File: config.mk
export PLATFORM = sky130hd
export DESIGN_NAME = keypad_entry_ctrl
export DESIGN_NICKNAME = d
export VERILOG_FILES = /design/src/rtl/keypad_pkg.sv /design/src/rtl/key_event_qualifier.sv /design/src/rtl/keypad_entry_ctrl.sv
export SDC_FILE = /design/constraint.sdc
export NUM_CORES = 1
export LEC_CHECK = 0
export ABC_CLOCK_PERIOD_IN_PS = 1600
export CORE_ASPECT_RATIO = 2
export CORE_MARGIN = 2
export CORE_UTILIZATION = 45
export CTS_CLUSTER_DIAMETER = 80
export DETAILED_ROUTE_END_ITERATION = 8
export GPL_TIMING_DRIVEN = 0
export PLACE_DENSITY = 0.75
export SLEW_MARGIN = 20
export SYNTH_ARGS = -nofsm -noshare
export SYNTH_HDL_FRONTEND = slang
export SYNTH_SLANG_ARGS = --single-unit
File: constraint.sdc
create_clock -name clk -period 1.6 [get_ports clk]
set_clock_uncertainty 0.05 [all_clocks]
set_input_delay 0.32 -clock clk [delete_from_list [all_inputs] [get_ports clk]]
set_output_delay 0.32 -clock clk [all_outputs]
set_load 0.05 [all_outputs]
File: src/rtl/keypad_pkg.sv
// -----------------------------------------------------------------------------
// keypad_pkg
// Shared definitions for the keypad path: key code constants used by the
// scanner, the entry controller and the datapath, plus the state encodings
// of the entry controller and the key event qualifier.
// -----------------------------------------------------------------------------
package keypad_pkg;

  localparam logic [3:0] KEY_NONE    = 4'hF;  // no key pressed
  localparam logic [3:0] KEY_CLR_ALL = 4'hA;  // abandon both operands
  localparam logic [3:0] KEY_STAR    = 4'hD;  // clear the operand being typed
  localparam logic [3:0] KEY_HASH    = 4'hE;  // commit the operand being typed

  typedef enum logic [1:0] {
    ST_ENTRY_A  = 2'd0,
    ST_ENTRY_B  = 2'd1,
    ST_WAIT_ACK = 2'd2
  } ctrl_state_e;

  typedef enum logic {
    QS_ARMED = 1'b0,
    QS_HELD  = 1'b1
  } qual_state_e;

  function automatic logic is_digit(input logic [3:0] code);
    return code <= 4'd9;
  endfunction

endpackage

File: src/rtl/key_event_qualifier.sv
// -----------------------------------------------------------------------------
// key_event_qualifier
// Turns the raw decoded key code into exactly one event per physical press.
// A code must be seen STABLE_CYCLES consecutive cycles to be accepted; the
// qualifier then waits for STABLE_CYCLES consecutive no-key cycles before it
// will accept another press.
//
// Ports:
//   clk       in   system clock
//   reset     in   asynchronous, active-high reset
//   sample    in   decoded key code (4'hF = no key)
//   key_pulse out  one-cycle pulse per accepted press (registered)
//   key_code  out  code of the accepted press, valid with key_pulse
// -----------------------------------------------------------------------------
module key_event_qualifier
  import keypad_pkg::*;
#(
  parameter int STABLE_CYCLES = 4
) (
  input  logic       clk,
  input  logic       reset,
  input  logic [3:0] sample,
  output logic       key_pulse,
  output logic [3:0] key_code
);

  localparam int              CW      = $clog2(STABLE_CYCLES + 1);
  localparam logic [CW-1:0]   CNT_MAX = CW'(STABLE_CYCLES);
  localparam logic [CW-1:0]   CNT_ONE = CW'(1);

  qual_state_e   state_q, state_d;
  logic [3:0]    prev_q;
  logic [CW-1:0] cnt_q, cnt_d;
  logic          pulse_q, pulse_d;
  logic [3:0]    code_q, code_d;

  // prev_q resets to "no key" so a key held through reset release is seen
  // as a fresh change and must then stay stable for the full count.
  // NOTE: sequential state uses non-blocking (<=) so every register samples
  // the pre-edge values, independent of statement order.
  always_ff @(posedge clk or posedge reset) begin
    if (reset) begin
      state_q <= QS_ARMED;
      prev_q  <= KEY_NONE;
      cnt_q   <= '0;
      pulse_q <= 1'b0;
      code_q  <= KEY_NONE;
    end else begin
      state_q <= state_d;
      prev_q  <= sample;
      cnt_q   <= cnt_d;
      pulse_q <= pulse_d;
      code_q  <= code_d;
    end
  end

  // NOTE: every signal driven here gets a default first, so no path can
  // leave it unassigned and infer a latch.
  always_comb begin
    state_d = state_q;
    cnt_d   = cnt_q;
    pulse_d = 1'b0;
    code_d  = code_q;
    unique case (state_q)
      QS_ARMED: begin
        // The cycle a new code first appears counts as 1.
        if (sample == KEY_NONE)      cnt_d = '0;
        else if (sample == prev_q)   cnt_d = cnt_q + 1'b1;
        else                         cnt_d = CNT_ONE;
        if (cnt_d == CNT_MAX) begin
          state_d = QS_HELD;
          pulse_d = 1'b1;
          code_d  = sample;
          cnt_d   = '0;
        end
      end
      QS_HELD: begin
        // Only an uninterrupted run of no-key cycles re-arms; switching to
        // another code while held is swallowed.
        if (sample == KEY_NONE) cnt_d = cnt_q + 1'b1;
        else                    cnt_d = '0;
        if (cnt_d == CNT_MAX) begin
          state_d = QS_ARMED;
          cnt_d   = '0;
        end
      end
      default: state_d = QS_ARMED;
    endcase
  end

  always_comb begin
    key_pulse = pulse_q;
    key_code  = code_q;
  end

endmodule

File: src/rtl/keypad_entry_ctrl.sv
// -----------------------------------------------------------------------------
// keypad_entry_ctrl
// Operand-entry controller between the keypad decoder and the arithmetic
// datapath. Qualified key presses build up two BCD operands; the committed
// pair is offered to the datapath with a valid/ready handshake.
//
// Ports:
//   clk          in   system clock
//   reset        in   asynchronous, active-high reset
//   sample       in   decoded key code (0-9 digit, A clear-all, D '*',
//                     E '#', F no key, B/C unused)
//   op_ready     in   datapath accepts the operand pair
//   op_valid     out  operand pair available, held until accepted
//   operand_a    out  committed first operand, BCD, MS digit in MSBs
//   operand_b    out  committed second operand, BCD
//   entry        out  operand currently being typed
//   entry_sel    out  0 = typing A, 1 = typing B (or awaiting acceptance)
//   digit_count  out  number of digits in entry
// -----------------------------------------------------------------------------
module keypad_entry_ctrl
  import keypad_pkg::*;
#(
  parameter int STABLE_CYCLES = 4,
  parameter int DIGITS        = 3
) (
  input  logic                         clk,
  input  logic                         reset,
  input  logic [3:0]                   sample,
  input  logic                         op_ready,
  output logic                         op_valid,
  output logic [4*DIGITS-1:0]          operand_a,
  output logic [4*DIGITS-1:0]          operand_b,
  output logic [4*DIGITS-1:0]          entry,
  output logic                         entry_sel,
  output logic [$clog2(DIGITS+1)-1:0]  digit_count
);

  localparam int            W       = 4 * DIGITS;
  localparam int            CW      = $clog2(DIGITS + 1);
  localparam logic [CW-1:0] DIG_MAX = CW'(DIGITS);

  logic       key_pulse;
  logic [3:0] key_code;

  key_event_qualifier #(
    .STABLE_CYCLES(STABLE_CYCLES)
  ) u_qual (
    .clk      (clk),
    .reset    (reset),
    .sample   (sample),
    .key_pulse(key_pulse),
    .key_code (key_code)
  );

  ctrl_state_e   state_q, state_d;
  logic [W-1:0]  entry_q, entry_d;
  logic [CW-1:0] count_q, count_d;
  logic [W-1:0]  op_a_q, op_a_d;
  logic [W-1:0]  op_b_q, op_b_d;

  always_ff @(posedge clk or posedge reset) begin
    if (reset) begin
      state_q <= ST_ENTRY_A;
      entry_q <= '0;
      count_q <= '0;
      op_a_q  <= '0;
      op_b_q  <= '0;
    end else begin
      state_q <= state_d;
      entry_q <= entry_d;
      count_q <= count_d;
      op_a_q  <= op_a_d;
      op_b_q  <= op_b_d;
    end
  end

  always_comb begin
    state_d = state_q;
    entry_d = entry_q;
    count_d = count_q;
    op_a_d  = op_a_q;
    op_b_d  = op_b_q;
    unique case (state_q)
      ST_ENTRY_A, ST_ENTRY_B: begin
        if (key_pulse) begin
          if (is_digit(key_code)) begin
            // Shift left one BCD digit; a full entry drops further digits.
            if (count_q < DIG_MAX) begin
              entry_d      = entry_q << 4;
              entry_d[3:0] = key_code;
              count_d      = count_q + 1'b1;
            end
          end else if (key_code == KEY_STAR) begin
            entry_d = '0;
            count_d = '0;
          end else if (key_code == KEY_HASH) begin
            entry_d = '0;
            count_d = '0;
            if (state_q == ST_ENTRY_A) begin
              op_a_d  = entry_q;
              state_d = ST_ENTRY_B;
            end else begin
              op_b_d  = entry_q;
              state_d = ST_WAIT_ACK;
            end
          end else if (key_code == KEY_CLR_ALL) begin
            entry_d = '0;
            count_d = '0;
            state_d = ST_ENTRY_A;
          end
        end
      end
      ST_WAIT_ACK: begin
        // op_valid is high throughout this state, so op_ready alone marks
        // the transfer. Clear-all landing on the same cycle also ends in
        // ENTRY_A, so the two causes need no priority between them.
        if (op_ready || (key_pulse && key_code == KEY_CLR_ALL)) begin
          entry_d = '0;
          count_d = '0;
          state_d = ST_ENTRY_A;
        end
      end
      default: state_d = ST_ENTRY_A;
    endcase
  end

  always_comb begin
    op_valid    = (state_q == ST_WAIT_ACK);
    entry_sel   = (state_q != ST_ENTRY_A);
    operand_a   = op_a_q;
    operand_b   = op_b_q;
    entry       = entry_q;
    digit_count = count_q;
  end

endmodule

== Word level (Yosys, flattened, before mapping) ==
Cells that the tools add are included.

* Bits in registers: 53
* Input bits: 7
* Output and inout bits: 40
* Word-level logic and storage cells: 79

* Add/sub/neg operators: 2
* $lt $le $gt $ge: 2
* Eq/ne operators: 16
* Multiplexer cells: 34
* Bitwise operators: 4
* Reduce and logical (&&, ||, !) cells: 11

{| class="wikitable"
|+ Operators with widths
! cell !! number
|-
| $mux 12 || 7
|-
| $mux 2 || 12
|-
| $pmux 12 s2 || 1
|-
| $mux 3 || 7
|-
| $eq 4x4->1 const B || 4
|-
| $reduce_and 6->1 || 2
|-
| $reduce_and 5->1 || 2
|-
| $pmux 2 s2 || 2
|-
| $eq 3x3->1 const B || 2
|-
| $ne 3x3->1 const B || 2
|-
| $pmux 3 s2 || 1
|-
| $ne 5x5->1 const B || 1
|-
| $eq 4x4->1 || 1
|-
| $le 4x4->1 const B || 1
|-
| $ne 2x1->1 const B || 2
|-
| $ne 2x2->1 const B || 2
|-
| $not 1->1 || 4
|-
| $reduce_bool 2->1 || 2
|-
| $add 3x1->3 const B || 1
|-
| $mux 1 || 3
|-
| $add 2x1->2 const B || 1
|-
| $eq 2x1->1 const B || 1
|-
| $eq 2x2->1 const B || 1
|-
| $logic_not 2->1 || 1
|-
| 6 further kinds || 6
|}

== Depth between registers and ports, before layout ==
* Depth in word-level cells: 7
* Mapped depth: 6
* Mapped depth without buffers: 5

== Hierarchy ==
From an unflattened synthesis, not the netlist that was laid out.

* Cells, all modules: 147
* Area, all modules: 2,165.8 µm²

{| class="wikitable"
|+ Modules (own cells, without submodules)
! module !! times used !! cells each !! area an instance (µm²) !! sequential area each (µm²)
|-
| keypad_entry_ctrl || 1 || 107 || 1,599.0 || 1,001.0
|-
| key_event_qualifier || 1 || 40 || 566.8 || 335.3
|}

== Least setup slack after synthesis ==
OpenSTA, ideal clock, no wires.

* Kind: register to register
* Start point: register state_q[0]
* End point: register entry_q[0] (netlist: entry[0])
* Library setup time: 0.121 ns
* Arrival time: 2.034 ns
* Required time: 1.429 ns
* Slack: -0.605 ns
* Stages on the path, launching flop included: 6
* Path buffers: 1
* Clock period less this slack: 2.205 ns
* Cells stage by stage: dfrtp_1 > nor2b_1 > a22oi_1 > a21boi_2 > buf_6 > a22o_1

* Elaborated cells on any way between the ends: 11
* Those cells by class: eq/ne (6); mux (1); reduce/logical (4)

{| class="wikitable"
|+ RTL lines
! element !! line !! text
|-
| start, declared || keypad_entry_ctrl.sv:55 || <nowiki>ctrl_state_e state_q, state_d;</nowiki>
|-
| start signal, assigned || keypad_entry_ctrl.sv:69 || <nowiki>state_q <= state_d;</nowiki>
|-
| $eq 2x2->1 (*) || n/a ||
|-
| net op_valid || keypad_entry_ctrl.sv:30 || <nowiki>output logic op_valid,</nowiki>
|-
| $ne 2x1->1 (no source line) / $reduce_bool 2->1 (equally long branches) || n/a ||
|-
| $reduce_and 5->1 (no source line) || n/a ||
|-
| end signal, assigned || keypad_entry_ctrl.sv:70 || <nowiki>entry_q <= entry_d;</nowiki>
|-
| end, declared || keypad_entry_ctrl.sv:56 || <nowiki>logic [W-1:0] entry_q, entry_d;</nowiki>
|}

The timed path passes the listed nets; every way through them passes the cells marked *.
A chain may end at the register's enable or synchronous reset.

== Worst setup path in the final report ==
* Start point: register u_qual.code_q[1] (netlist: u_qual.key_code[1])
* End point: register op_a_q[3] (netlist: operand_a[3])

* Cells in the longest elaborated chain, start to end: 3
* Elaborated cells on any way between the ends: 6
* Those cells by class: order compare (1); eq/ne (2); bitwise (2); reduce/logical (1)

{| class="wikitable"
|+ RTL lines
! element !! line !! text
|-
| start, declared || key_event_qualifier.sv:35 || <nowiki>logic [3:0] code_q, code_d;</nowiki>
|-
| start signal, assigned || key_event_qualifier.sv:53 || <nowiki>code_q <= code_d;</nowiki>
|-
| $le 4x4->1 / $eq 4x4->1 (equally long branches) || keypad_pkg.sv:26, keypad_entry_ctrl.sv:93 ||
|-
| $not 1->1 (no source line) || n/a ||
|-
| $reduce_and 6->1 (no source line) (*) || n/a ||
|-
| end signal, assigned || keypad_entry_ctrl.sv:72 || <nowiki>op_a_q <= op_a_d;</nowiki>
|-
| end, declared || keypad_entry_ctrl.sv:58 || <nowiki>logic [W-1:0] op_a_q, op_a_d;</nowiki>
|}

Every way passes the cells marked *; elsewhere a longest branch is shown, timed or not.

==> impl_results.md <==
* Int Pwr at between 0.0015 and 0.002 W
* #FFs+latches synth at 53
* Worst Hold Launch: sample[1]
* Combinational share of power at under 10%
* Fin area at 3100 um^2
* Worst Reg-to-Reg Cells at 5
* Reg-to-reg slack, setup at -0.15 ns
* # setup viols final at 28
* Initial Util at a little under half
* Setup_tns at -2.90 ns
* Final hold vios at 0
* RD Place Congestion at 0.692
* Pin count of the biggest net entering global routing at 54
* CTS Sinks at 53
* Routed Antenna Nets at 0
* Ratio of cells with drive above 1 in the final layout at 45.9%
* Clock buffer depth at 2
* Port Buf Inserts at 46
* H-tree level count at 2
* GRT overflow at 0
* Net Sw Power at 0.000576 W
* Die H at ~100 um
* Crit end category: flop
* Dpl hpwl at 3370 um
* Post-synth EDFFs at 0
* First-pass GRT wire length at approximately 7600 um
* Commonest non-fill, non-tap cell in the layout: dfrtp_1
* Worst Max-Slew Pin Slew at slightly above 0.5 ns
* Syn Area/Cell at 14.3 um^2
* Main synth FF type: dfrtp_1
* CTS Hold Buffers Added at 0
* Dpl cell area at 2850 um^2
* Post-Syn Instances at 158
* Fin crit period at 1.75 ns
* Synth cell types at 40
* Worst r2r dst: operand_a[3]$_DFFE_PP0P_
* I/O pin total at 47
* Post-layout nets at 230
* Required @ worst endpoint at 1.75 ns
* Mapped cell area at 2250 um^2
* Pwr Density at 758 nW/um^2
* Die Wd at 54.1 um
* R2r startpoint: u_qual.key_code[1]$_DFFE_PP1P_
* Post-route DRC at 0
* Core ar. at 4860 um^2
* Worst min path class: input port to flop
* Failing checks: negative setup slack
* Initial antenna violation count at 0
* Slew HR at between 60% and 70%
* Total power at 0.00235 W
* Critical Path AT at between 1.5 and 2 ns
* Syn nets at 167
* Pre-antenna DRT Iters at 4
* Final WS setup at -0.148 ns
* Switching part of the total at 24.5%
* CTS Buf Count at 5
* Die ar. at 5630 um^2
* Largest cells by area after synthesis: dfrtp_1 50%, mux2_2 9.5%, dfstp_2 9.3%, mux2_4 6.7%, a22o_1 4.3%
* Final period utilization at 109%
* RSZ-0062 raised after global routing: yes
* Top cell type by total area after synthesis: dfrtp_1
* Fmax achieved at 572 MHz
* Reg power frac at between 50% and 60%
* Vias at 1520
* Clock root cell: clkbuf_8
* Clk slew on worst S/H paths at 0.09 ns
* Worst setup SP type: flop
* Max-cap viol count at 0
* Critical path class: flop to flop
* Max Transition Viols Final at 0
* Fraction of synthesized cell area taken by the top area cell type at ~50%
* Outcome: finished, violations left
* Yosys warns at 0
* Hold Crit Depth at 1
* Critical path launch point: u_qual.key_code[1]$_DFFE_PP1P_
* Clk pwr share at between 30% and 40%
* Worst Hold End: u_qual.prev_q[1]$_DFF_PP1_
* Initial DRC count at 22
* Register area share after synthesis at 59.3%
* Antenna fix cells at 0
* WL/cell at roughly 17 um
* Worst VDD drop at 0.000793 V
* FFs w/ async S/R, synth at 100%
* Floorplan row count at 36
* Most frequent cells in the layout: 41 x dfrtp_1, 15 x mux2_2, 14 x mux2_4, 14 x clkdlybuf4s15_1, 13 x clkdlybuf4s15_2
* Vias/cell at ~5.4
* Clk_lat worst skew at 0.30 ns
* Vias in the first global route at 1560
* Synth-to-layout area growth at 37.6%
* Worst Path Max Fanout at 10
* Total track usage at 18.5%
* Static Leak at 1.52 nW
* CTS tree: yes
* Routed wire length at 4830 um
==> synthesized netlist by cell type, types with 3 or more instances <==
cell      number
dfrtp_1       45
mux2_2        19
a22o_1        11
mux2_4        10
dfstp_2        8
nand2_1        7
xnor2_1        5
nor2_1         4
nor2b_1        4
nand2b_1       3
or2_2          3
==> cell families (layout without fill, tap and decap cells) <==
family,count (synthesis),in the layout,synth area share [%]
multiplexers,31,31,17.0
XOR/XNOR,5,5,1.94
flip-flops,53,53,59.3
AO/OA/AOI/OAI,23,23,8.38
AND/OR/NAND/NOR,36,36,9.88
buffers and inverters,8,72,2.39
adder cells (fa/ha/maj),2,2,1.11
==> metal layers <==
metal	vias to the layer above	GRT usage (%)	wire length, um
met5	-	0	0
met4	0	6.25	95
met3	8	3.45	168
met2	43	33.7	2840
met1	776	20.0	1730
li1	693	-	-
==> flip-flops by register name, summed over array words and instances, names as in the netlist <==
signal,count
entry,12
u_qual.key_pulse,1
u_qual.key_code,4
operand_b,12
u_qual.state_q,1
state_q,2
u_qual.prev_q,4
digit_count,2
operand_a,12
u_qual.cnt_q,3
==> what timing repair did <==
item                       in CTS  in global routing
buffers inserted                8                  1
cloned                          1                  0
setup endpoints to repair      80                 59
resized for setup              83                 39
pin swaps                       1                  5
==> cell type report <==
| class | count | area (um^2) |
|---|---|---|
| plain buffers | 5 | 55.1 |
| clock buffers | 6 | 72.6 |
| clock inverters | 2 | 15.0 |
| fillers | 402 | 1760 |
| inverters | 2 | 11.3 |
| multi-input cells | 97 | 976 |
| flip-flops and latches | 53 | 1340 |
| well taps | 57 | 71.3 |
| repair buffers | 57 | 559 |
==> power groups by stage <==
stage	combinational (W)	sequential (W)	clock, W
floorplan	0.0000867	0.00145	0
global placement	0.000175	0.00142	0
detailed placement	0.000183	0.00143	0
CTS	0.000197	0.00140	0.000749
global route	0.000242	0.00140	0.000811
finish	0.000222	0.00140	0.000731
==> critical path, stage by stage, from the launching register on <==
cell and delay, ns:
dfstp_2 0.55, and4b_4 0.27, nand2_2 0.06, or2_4 0.25, buf_12 0.16, mux2_4 0.30
==> through the flow <==
step	utilization [%]	hold slack, ns	setup slack [ns]	cells
floorplan	-	0.274	-0.146	158
global placement	58.6	0.420	-0.484	261
detailed placement	58.6	0.442	-0.533	261
CTS	61.6	0.459	-0.141	277
global route	63.8	0.157	-0.170	279
finish	63.8	0.155	-0.148	279
==> worst max path at each step <==
stage	to	slack, ns	cells after the start
5_1_grt	operand_a[3]$_DFFE_PP0P_	-0.17	5
6_report	operand_a[3]$_DFFE_PP0P_	-0.15	5
3_5_place_dp	u_qual.key_code[3]$_DFFE_PP1P_	-0.53	5
4_1_cts	u_qual.key_code[0]$_DFFE_PP1P_	-0.14	5
3_3_place_gp	u_qual.key_code[3]$_DFFE_PP1P_	-0.48	5
2_1_floorplan	operand_a[0]$_DFFE_PP0P_	-0.15	6
No activity file was read; power rests on OpenSTA's default activity.
